<file path="config.mk">
export PLATFORM = sky130hd
export DESIGN_NAME = fifo_wr_arbiter
export DESIGN_NICKNAME = d
export VERILOG_FILES = /design/src/rtl/fifo_wr_arbiter.sv
export SDC_FILE = /design/constraint.sdc
export NUM_CORES = 1
export LEC_CHECK = 0
export BUFFER_PORTS_ARGS = -buffer_cell sky130_fd_sc_hd__buf_2
export CAP_MARGIN = 20
export CELL_PAD_IN_SITES_DETAIL_PLACEMENT = 0
export CELL_PAD_IN_SITES_GLOBAL_PLACEMENT = 2
export CORE_AREA = 2 2 132 134
export CTS_CLUSTER_SIZE = 8
export DETAILED_ROUTE_END_ITERATION = 12
export DIE_AREA = 0 0 134 136
export PLACE_DENSITY_LB_ADDON = 0.1
export SYNTH_ARGS = -nofsm -noshare
export SYNTH_HDL_FRONTEND = slang
export SYNTH_SLANG_ARGS = --single-unit
</file>
<file path="constraint.sdc">
create_clock -name i_clk -period 3 [get_ports i_clk]
set_input_delay 0.3 -clock i_clk [delete_from_list [all_inputs] [get_ports i_clk]]
set_output_delay 0.3 -clock i_clk [all_outputs]
set_load 0.01 [all_outputs]
</file>
<file path="src/rtl/fifo_wr_arbiter.sv">
// Burst write arbiter feeding one sync FIFO from NUM_REQ requesters.
// Round-robin by default; define FIFO_ARB_FIXED_PRIO_EN for fixed priority.
module fifo_wr_arbiter #(
   parameter int NUM_REQ    = 4,
   parameter int DATA_WIDTH = 64,
   parameter int BURST_LEN  = 4
) (
   input  logic                          i_clk,
   input  logic                          i_rst,
   input  logic [NUM_REQ-1:0]            i_req,
   input  logic [NUM_REQ*DATA_WIDTH-1:0] i_data,
   input  logic                          i_full,
   output logic                          o_wr_en,
   output logic [DATA_WIDTH-1:0]         o_wr_data,
   output logic [NUM_REQ-1:0]            o_ack,
   output logic [NUM_REQ-1:0]            o_grant,
   output logic                          o_busy
);

   localparam int IW = (NUM_REQ > 1) ? $clog2(NUM_REQ) : 1;
   localparam int CW = $clog2(BURST_LEN) + 1;

   localparam logic [0:0] S_IDLE  = 1'b0;
   localparam logic [0:0] S_GRANT = 1'b1;

   logic [0:0]         r_state;
   logic [NUM_REQ-1:0] r_grant;
   logic [IW-1:0]      r_gidx;
   logic [IW-1:0]      r_last;
   logic [CW-1:0]      r_cnt;

   logic [IW-1:0]      w_sel;
   logic               w_req_g;
   logic               w_beat;
   logic               w_last_beat;
   logic               w_release;

`ifdef FIFO_ARB_FIXED_PRIO_EN
   always_comb begin
      w_sel = '0;
      for (int i = NUM_REQ - 1; i >= 0; i--) begin
         if (i_req[IW'(i)]) w_sel = IW'(i);
      end
   end
`else
   // Walk from the farthest candidate to the nearest so the nearest wins.
   always_comb begin
      int idx;
      w_sel = r_last;
      idx   = 0;
      for (int i = NUM_REQ; i >= 1; i--) begin
         idx = (int'(r_last) + i) % NUM_REQ;
         if (i_req[IW'(idx)]) w_sel = IW'(idx);
      end
   end
`endif

   assign w_req_g     = |(i_req & r_grant);
   assign w_beat      = w_req_g & ~i_full;
   assign w_last_beat = w_beat && (r_cnt == CW'(BURST_LEN - 1));
   assign w_release   = (r_state == S_GRANT) && (w_last_beat || !w_req_g);

   always_ff @(posedge i_clk or posedge i_rst) begin
      if (i_rst) begin
         r_state <= S_IDLE;
         r_grant <= '0;
         r_gidx  <= '0;
         r_last  <= IW'(NUM_REQ - 1);
         r_cnt   <= '0;
      end else begin
         case (r_state)
            S_IDLE: begin
               if (|i_req) begin
                  r_state <= S_GRANT;
                  r_grant <= NUM_REQ'(1) << w_sel;
                  r_gidx  <= w_sel;
                  r_cnt   <= '0;
               end
            end
            S_GRANT: begin
               if (w_release) begin
                  r_state <= S_IDLE;
                  r_grant <= '0;
                  r_last  <= r_gidx;
                  r_cnt   <= '0;
               end else if (w_beat) begin
                  r_cnt <= r_cnt + CW'(1);
               end
            end
            default: begin
               r_state <= S_IDLE;
               r_grant <= '0;
               r_cnt   <= '0;
            end
         endcase
      end
   end

   assign o_busy    = (r_state == S_GRANT);
   assign o_grant   = r_grant;
   assign o_wr_en   = w_beat;
   assign o_ack     = w_beat ? r_grant : '0;
   assign o_wr_data = o_busy ?
                      i_data[int'(r_gidx)*DATA_WIDTH +: DATA_WIDTH] :
                      '0;

endmodule

</file>
# [Yosys cells after proc, flatten, opt, wreduce, memory -nomap -nowiden]
# Cells that the tools add are included.
[classes] n_addsub=5 magnitude_cmp=4 n_eq_ne=4 n_shift=2 mux=28 n_bitwise=4 reduce_logical=10
[op_table] cell="indexed part select 256 x 9 -> 64 bit" n=1
[op_table] cell="2-to-1 mux 64 bit" n=1
[op_table] cell="less-than comparator 2 x 4 -> 1 bit, second input constant" n=4
[op_table] cell="2-to-1 mux 4 bit" n=3
[op_table] cell="2-to-1 mux 1 bit" n=10
[op_table] cell="2-to-1 mux 3 bit" n=3
[op_table] cell="binary-select mux 1 bit (select 2 bit)" n=4
[op_table] cell="2-to-1 mux 2 bit" n=4
[op_table] cell="case mux 4 bit (2 select lines)" n=1
[op_table] cell="AND reduction 2 bit" n=4
[op_table] cell="OR reduction 4 bit" n=2
[op_table] cell="case mux 3 bit (2 select lines)" n=1
[op_table] cell="adder 2 x 1 -> 2 bit, second input constant" n=2
[op_table] cell="adder 2 bit, second input constant" n=2
[op_table] cell="bitwise AND 4 bit" n=1
[op_table] cell="left shift 1 x 2 -> 4 bit, first input constant" n=1
[op_table] cell="adder 3 x 1 -> 3 bit, second input constant" n=1
[op_table] cell="== test 3 x 2 -> 1 bit, second input constant" n=1
[op_table] cell="inequality test 3 x 1 -> 1 bit, second input constant" n=1
[op_table] cell="logical AND 1 bit" n=2
[op_table] cell="inequality test 2 x 1 -> 1 bit, second input constant" n=1
[op_table] cell="inequality test 2 bit, second input constant" n=1
[op_table] cell="NOT 1 bit" n=2
[op_table] cell="case mux 1 bit (2 select lines)" n=1
[op_table] cell="other kinds (3)" n=3
[totals] reg_bits=12 in_bits=263

# [Logic depth before layout (Yosys ltp)]
# Gate-level depths: netlist (run 1).
[depth] ltp_word=11 mapped_depth=6 depth_no_buf=6

# [Worst setup path after synthesis (run 1)]
# OpenSTA, ideal clock, no wires.
[synth_timing] kind="register -> output" start="register r_gidx[0]" end="output port o_wr_data[25]" t_arrival_ps=1373 setup_slack_ps=1327 path_stages_with_launch=5 cell_sequence="dfrtp_1 buf_6 buf_6 mux4_2 and2_1"
[synth_via] elab_chain_len=2
[synth_rtl] item="start: declaration" line="28" text="logic [IW-1:0] r_gidx;"
[synth_rtl] item="start signal: assignment" line="76" text="r_gidx <= w_sel;"
[synth_rtl] item="indexed part select 256 x 9 -> 64 bit" line="104" text="i_data[int'(r_gidx)*DATA_WIDTH +: DATA_WIDTH] :"
[synth_rtl] item="2-to-1 mux 64 bit" line="103" text="assign o_wr_data = o_busy ?"
[synth_rtl] item="end: declaration" line="14" text="output logic [DATA_WIDTH-1:0] o_wr_data,"
# No other way between the ends.

# [Worst setup path after layout (run 1)]
[layout_timing] start="register r_gidx[0]" end="output port o_wr_data[41]"
# The elaborated chain is that of the path after synthesis.

==> results.sh, run 1 <==
export IMPL_status="finished, final reports clean"
export IMPL_p_sw_frac=0.441
export IMPL_post_route_min_period_ps=2410
export IMPL_setup_viol=0
export IMPL_area_growth_pct=76.6
export IMPL_root_buffer="clkbuf_16"
export IMPL_cts_sinks=12
export IMPL_synth_fp_nets=476
export IMPL_ys_seq_elements=12
export IMPL_final_instance_count_excl_fill=767
export IMPL_cellLeakagePower_nw=2.36
export IMPL_pwr_share_comb=0.813
export IMPL_post_cts_resized=0
export IMPL_initial_core_util=0.156
export IMPL_cp_max_fo=22
export IMPL_place_ws_ps=780
export IMPL_cap_violations=0
export IMPL_setup_tns_ps=0
export IMPL_fmax_mhz=415
export IMPL_synth_mux_area_frac=0.569
export IMPL_cts_buffer_depth=2
export IMPL_drtIter0Drc=100
export IMPL_reg2reg_from="o_busy"
export IMPL_grt_max_degree=35
export IMPL_met2_length_um=8830
export IMPL_numPortBuffers=336
export IMPL_drive_gt1_frac=0.790
export IMPL_worst_ep_required_time_ps=2700
export IMPL_wl_met3_um=1070
export IMPL_drt_total_wl_um=15900
export IMPL_reg2reg_to="r_cnt[0]"
export IMPL_wl_met1_um=5720
export IMPL_synth_simple_area_share=0.188
export IMPL_ant_nets=0
export IMPL_overflow=0
export IMPL_vias=3287
export IMPL_synth_top_family_by_area="multiplexers"
export IMPL_r2r_cells=3
export IMPL_ys_warn_count=0
export IMPL_synth_xor_area_frac=0
export IMPL_crit_end="o_wr_data[41]"
export IMPL_die_h_um=136
export IMPL_place_inst=758
export IMPL_slew_headroom=0.543
export IMPL_fin_nets=803
export IMPL_skew_ps=1.57
export IMPL_p_switching_mw=1.66
export IMPL_startpoint_type="flip-flop"
export IMPL_clockPowerShare=0.073
export IMPL_rsz0062_at_grt="no"
export IMPL_grt_pass1_wl_um=22200
export IMPL_r2r_slack_ps=1350
export IMPL_post_cts_buffers=0
export IMPL_finalHoldViolations=0
export IMPL_report_power_total_mw=3.75
export IMPL_vdd_drop_max_uv=344
export IMPL_hold_class="input pin to asynchronous set/reset pin"
export IMPL_synth_fa_ha_area_frac=0.00951
export IMPL_final_util=0.275
export IMPL_grt_pass1_vias=3400
export IMPL_arrival_ps=2110
export IMPL_path_clk_slew_ps=50
export IMPL_grt_util_all_layers=0.162
export IMPL_numCtsBuffers=3
export IMPL_timing_final_max_slew_violations=0
export IMPL_powerDensity_mw_per_mm2=808
export IMPL_seqPwrFrac=0.114
export IMPL_multiInputGateArea_sq_mm=0.00218
export IMPL_synth_cells=211
export IMPL_finalCritPeriodShare=0.804
export IMPL_routedWlPerCell_um=20.7
export IMPL_end_kind="primary output"
export IMPL_cts_tree="built"
export IMPL_syn_area_sq_mm=0.00263
export IMPL_cts_hold_buffers=0
export IMPL_place_hpwl_um=13800
export IMPL_gp_congestion=0.793
export IMPL_regArea_sq_um=309
export IMPL_synth_distinct_cells=31
export IMPL_design_area_sq_mm=0.00464
export IMPL_die_x_um=134
export IMPL_ys_seq_area_frac=0.115
export IMPL_tightest_slew_ps=682
export IMPL_synth_compound_area_frac=0.0628
export IMPL_fillers=1845
export IMPL_clk_latency_ps=240
export IMPL_cts_max_level=1
export IMPL_timing_hold_ws_ps=73.8
export IMPL_core_rowCount=48
export IMPL_top_layer="met5"
export IMPL_dpl_cell_area_sq_mm=0.00454
export IMPL_cp_startpoint="r_gidx[0]"
export IMPL_drcViolationCount=0
export IMPL_internal_power_mw=2.10
export IMPL_dr_pass1_iters=4
export IMPL_setup_ws_ps=588
export IMPL_core_area_sq_mm=0.0169
export IMPL_worst_setup_path_type="flip-flop to primary output"
export IMPL_grt_antenna_before_repair=8
export IMPL_vias_per_cell=4.29
export IMPL_fp_dieArea_sq_mm=0.0182
export IMPL_ios=337
export IMPL_avgSynthCellArea_sq_um=12.5
kinds of logic (layout without fill, tap and decap cells):
| logic type | Yosys count | count (layout) |
|---|---|---|
| and+or+nand+nor | 81 | 81 |
| muxes | 69 | 69 |
| buffers and inverters | 27 | 353 |
| AOI/OAI and AO/OA | 20 | 20 |
| DFF | 12 | 12 |
| adders and majority gates | 2 | 2 |
| other | 0 | 5 |
cell type report:
type                    instances  share of cell area
repair buffers                344               0.378
clock buffers                   4              0.0191
well taps                     225              0.0606
multi-input cells             172               0.469
flip-flops and latches         12              0.0665
diodes                          5             0.00269
inverters                       5             0.00404
cell usage in the layout (no fill, tap or decap):
| cell type | synthesis | layout |
|---|---|---|
| buf_2 | 7 | 336 |
| and2_1 | 68 | 68 |
| mux4_2 | 64 | 64 |
| dfrtp_1 | 10 | 7 |
| buf_4 | 0 | 7 |
| diode_2 | 0 | 5 |
| inv_1 | 5 | 5 |
| a22o_1 | 4 | 4 |
| nor2_1 | 3 | 3 |
| nand2_1 | 3 | 3 |
| mux2_2 | 3 | 3 |
| a21oi_1 | 3 | 3 |
| clkbuf_16 | 0 | 3 |
| a21oi_2 | 2 | 2 |
| mux2i_1 | 2 | 2 |
| nand2b_1 | 2 | 2 |
| a32o_1 | 2 | 2 |
| o2bb2ai_1 | 2 | 2 |
| ha_1 | 2 | 2 |
| dfrtp_2 | 0 | 2 |
| dfstp_2 | 2 | 2 |
| o21ba_2 | 1 | 1 |
| and3_1 | 1 | 1 |
| o21ai_0 | 1 | 1 |
| nor4_1 | 1 | 1 |
| o22ai_1 | 1 | 1 |
| a311oi_2 | 1 | 1 |
| nor2b_1 | 1 | 1 |
| and3b_1 | 1 | 1 |
| or3_1 | 1 | 1 |
| o31a_1 | 1 | 1 |
| o31ai_1 | 1 | 1 |
| o21a_1 | 1 | 1 |
| clkbuf_8 | 0 | 1 |
| buf_12 | 0 | 1 |
| dfrtp_4 | 0 | 1 |
worst max-delay path: stages, from the launching register on:
cell and delay (ps):
dfrtp_4 700, buf_4 330, mux4_2 520, and2_1 170, buf_2 140
cell usage after synthesis:
master | number | area share
and2_1 | 68 | 0.16
mux4_2 | 64 | 0.55
clkbuf_1 | 10 | 0.014
dfrtp_1 | 10 | 0.095
buf_2 | 7 | 0.013
buf_6 | 5 | 0.021
inv_1 | 5 | 0.0071
a22o_1 | 4 | 0.013
a21oi_1 | 3 | 0.0057
mux2_2 | 3 | 0.013
nand2_1 | 3 | 0.0043
nor2_1 | 3 | 0.0043
a21oi_2 | 2 | 0.0067
a32o_1 | 2 | 0.0076
dfstp_2 | 2 | 0.020
ha_1 | 2 | 0.0095
mux2i_1 | 2 | 0.0076
nand2b_1 | 2 | 0.0048
o2bb2ai_1 | 2 | 0.0067
a311oi_2 | 1 | 0.0057
and3_1 | 1 | 0.0024
and3b_1 | 1 | 0.0033
nor2b_1 | 1 | 0.0024
nor4_1 | 1 | 0.0024
o21a_1 | 1 | 0.0029
o21ai_0 | 1 | 0.0019
o21ba_2 | 1 | 0.0038
o22ai_1 | 1 | 0.0024
o31a_1 | 1 | 0.0033
o31ai_1 | 1 | 0.0029
or3_1 | 1 | 0.0024
routing by layer:
metal / vias to the layer above / GRT usage
met5: - / 0
met3: 18 / 0.0429
met1: 1610 / 0.174
met2: 147 / 0.319
met4: 6 / 0.0319
li1: 1506 / -
power groups by stage:
stage | sequential, mW | clock, mW | combinational [mW]
3_3_place_gp | 0.443 | 0 | 3.12
4_1_cts | 0.441 | 0.279 | 3.13
5_1_grt | 0.465 | 0.290 | 3.30
3_5_place_dp | 0.442 | 0 | 3.13
2_1_floorplan | 0.304 | 0 | 2.15
6_report | 0.427 | 0.276 | 3.05
worst min path at each step:
stage / start / to / slack (ps) / cells after the start
after CTS: i_rst / r_cnt[2] / 100 / 2
after detailed placement: i_rst / r_cnt[2] / 360 / 2
after global placement: i_rst / r_cnt[2] / 350 / 2
after global routing: i_rst / r_cnt[2] / 130 / 2
after floorplan: i_rst / o_busy / 160 / 1
final: i_rst / r_cnt[0] / 70 / 2
state kept, by name (all words and copies together), names as in the netlist:
signal,count
o_grant,4
r_cnt,3
o_busy,1
r_last,2
r_gidx,2
(Power assumes the default switching activity.)
==> run 2, diff against run 1 <==
--- a/config.mk
+++ b/config.mk
@@ -9,10 +9,10 @@
 export CAP_MARGIN = 20
 export CELL_PAD_IN_SITES_DETAIL_PLACEMENT = 0
 export CELL_PAD_IN_SITES_GLOBAL_PLACEMENT = 2
-export CORE_AREA = 2 2 132 134
+export CORE_MARGIN = 2
+export CORE_UTILIZATION = 16
 export CTS_CLUSTER_SIZE = 8
 export DETAILED_ROUTE_END_ITERATION = 12
-export DIE_AREA = 0 0 134 136
 export PLACE_DENSITY_LB_ADDON = 0.1
 export SYNTH_ARGS = -nofsm -noshare
 export SYNTH_HDL_FRONTEND = slang
==> constraint.sdc (replaced) <==
create_clock -name i_clk -period 2.3 [get_ports i_clk]
set_input_delay 0.23 -clock i_clk [delete_from_list [all_inputs] [get_ports i_clk]]
set_output_delay 0.23 -clock i_clk [all_outputs]
set_load 0.01 [all_outputs]
==> run 2 against run 1 <==
Net effect: flip-flop and latch count unchanged; setup slack lost 360 ps; total power increased by 31%; highest routed layer is now met4; largest power group unchanged; count of clock-buffer cells in the layout stayed put; non-clock buffer count unchanged; design area rose by 0.24%; final cell count shrank 1.3%; core utilization up 1.6 points; the run now ends with hold timing left; die area shrank 4.1%; clock skew fell by 1.0 ps; critical path type unchanged.
==> results.sh, run 2 (synthesis gave the netlist of run 1 again) <==
export IMPL_timing_final_max_slew_violations=0
export IMPL_tightest_slew_ps=631
export IMPL_final_cell_mix="buf_2, and2_1, mux4_2"
export IMPL_place_hpwl_um=13200
export IMPL_design_area_sq_mm=0.00466
export IMPL_die_h_um=132
export IMPL_slowest_stage="mux4_2"
export IMPL_cts_tree="built"
export IMPL_worst_setup_path_type="flip-flop to primary output"
export IMPL_post_cts_buffers=0
export IMPL_grt_pass1_wl_um=22100
export IMPL_post_cts_resized=0
export IMPL_grt_antenna_before_repair=4
export IMPL_slew_headroom=0.578
export IMPL_cts_buffer_depth=2
export IMPL_gp_congestion=0.846
export IMPL_dr_pass1_iters=6
export IMPL_core_area_sq_mm=0.0160
export IMPL_place_ws_ps=448
export IMPL_end_kind="primary output"
export IMPL_finalHoldViolations=8
export IMPL_largest_reg_flops=4
export IMPL_setup_tns_ps=0
export IMPL_powerDensity_mw_per_mm2=1060
export IMPL_finalCritPeriodShare=0.902
export IMPL_seqPwrFrac=0.092
export IMPL_cellLeakagePower_nw=2.37
export IMPL_cts_hold_buffers=0
export IMPL_skew_ps=0.560
export IMPL_vdd_drop_max_uv=462
export IMPL_clockPowerShare=0.072
export IMPL_regArea_sq_um=309
export IMPL_p_sw_frac=0.436
export IMPL_multiInputGateArea_sq_mm=0.00218
export IMPL_drcViolationCount=0
export IMPL_cts_max_level=1
export IMPL_die_x_um=132
export IMPL_grt_pass1_vias=3324
export IMPL_core_rowCount=46
export IMPL_drtIter0Drc=131
export IMPL_pwr_share_comb=0.836
export IMPL_fp_dieArea_sq_mm=0.0175
export IMPL_hold_class="input pin to asynchronous set/reset pin"
export IMPL_rsz0062_at_grt="no"
export IMPL_vias_per_cell=4.25
export IMPL_fillers=1763
export IMPL_path_cells="buf_4 > mux4_2 > and2_1 > buf_2"
export IMPL_overflow=0
export IMPL_path_clk_slew_ps=40
export IMPL_internal_power_mw=2.78
export IMPL_worst_ep_required_time_ps=2070
export IMPL_cts_sinks=12
export IMPL_routedWlPerCell_um=20.1
export IMPL_root_buffer="clkbuf_16"
export IMPL_setup_viol=0
export IMPL_vias=3219
export IMPL_status="finished with violations"
export IMPL_fin_nets=803
export IMPL_violations="hold timing"
export IMPL_r2r_slack_ps=670
export IMPL_ant_nets=0
export IMPL_slowest_delay_ps=540
export IMPL_startpoint_type="flip-flop"
export IMPL_layout_commonest_cell="buf_2"
export IMPL_grt_util_all_layers=0.165
export IMPL_ios=337
export IMPL_grt_max_degree=35
export IMPL_drt_total_wl_um=15200
export IMPL_p_switching_mw=2.15
export IMPL_cap_violations=0
export IMPL_final_util=0.291
export IMPL_timing_hold_ws_ps=-2.79
export IMPL_numCtsBuffers=3
export IMPL_clk_latency_ps=240
export IMPL_setup_ws_ps=226
export IMPL_initial_core_util=0.164
export IMPL_numPortBuffers=336
export IMPL_fmax_mhz=482
export IMPL_area_growth_pct=77.0
export IMPL_cp_max_fo=13
export IMPL_dpl_cell_area_sq_mm=0.00456
export IMPL_post_route_min_period_ps=2070
export IMPL_arrival_ps=1840
export IMPL_drive_gt1_frac=0.790
[run 2: cell count changes in the layout (fill, tap and decap cells not counted)]
cell and change:
buf_12 +2, buf_4 -2, diode_2 -1
[run 2: layout make-up]
class	count	area share
timing repair buffer	344	0.382
antenna	4	0.00215
clock buffer	4	0.0191
sequential	12	0.0664
tap	216	0.0580
multi-input combinational	172	0.468
inverter	5	0.00403
[run 2: per-stage QoR]
step	total power [mW]	std cells
finish	4.94	757
CTS	5.05	753
detailed placement	4.68	749
global placement	4.69	749
global route	5.33	756
floorplan	3.21	211
[run 2: power groups by stage]
| stage | clock [mW] | combinational (mW) | sequential, mW |
|---|---|---|---|
| 2_1_floorplan | 0 | 2.81 | 0.397 |
| 3_3_place_gp | 0 | 4.24 | 0.453 |
| 3_5_place_dp | 0 | 4.23 | 0.459 |
| 4_1_cts | 0.359 | 4.24 | 0.459 |
| 5_1_grt | 0.373 | 4.49 | 0.472 |
| 6_report | 0.354 | 4.13 | 0.456 |
[run 2: path summary, 6_finish.rpt]
check,startpoint,endpoint,depth (start not counted)
max reg2reg,r_last[1],o_grant[0],4
min reg2reg,r_cnt[1],r_cnt[1],1
min in group i_clk,i_req[2],o_busy,3
max,r_gidx[0],o_wr_data[59],4
max in group asynchronous,i_rst,r_gidx[0],2
min,i_rst,r_cnt[1],2
[run 2: metal layers]
layer  part of all wire  up-vias  track usage
met5                  0        -            0
li1                   -     1506            -
met4              0.014        0       0.0376
met2               0.54      148        0.309
met1               0.38     1551        0.193
met3              0.063       14       0.0315
[run 2: critical path: cells and delay by family, from the launching register on]
family / cells / cell delay (ps)
buf+inv: 2 / 430
flops: 1 / 470
mux: 1 / 540
simple gates: 1 / 160
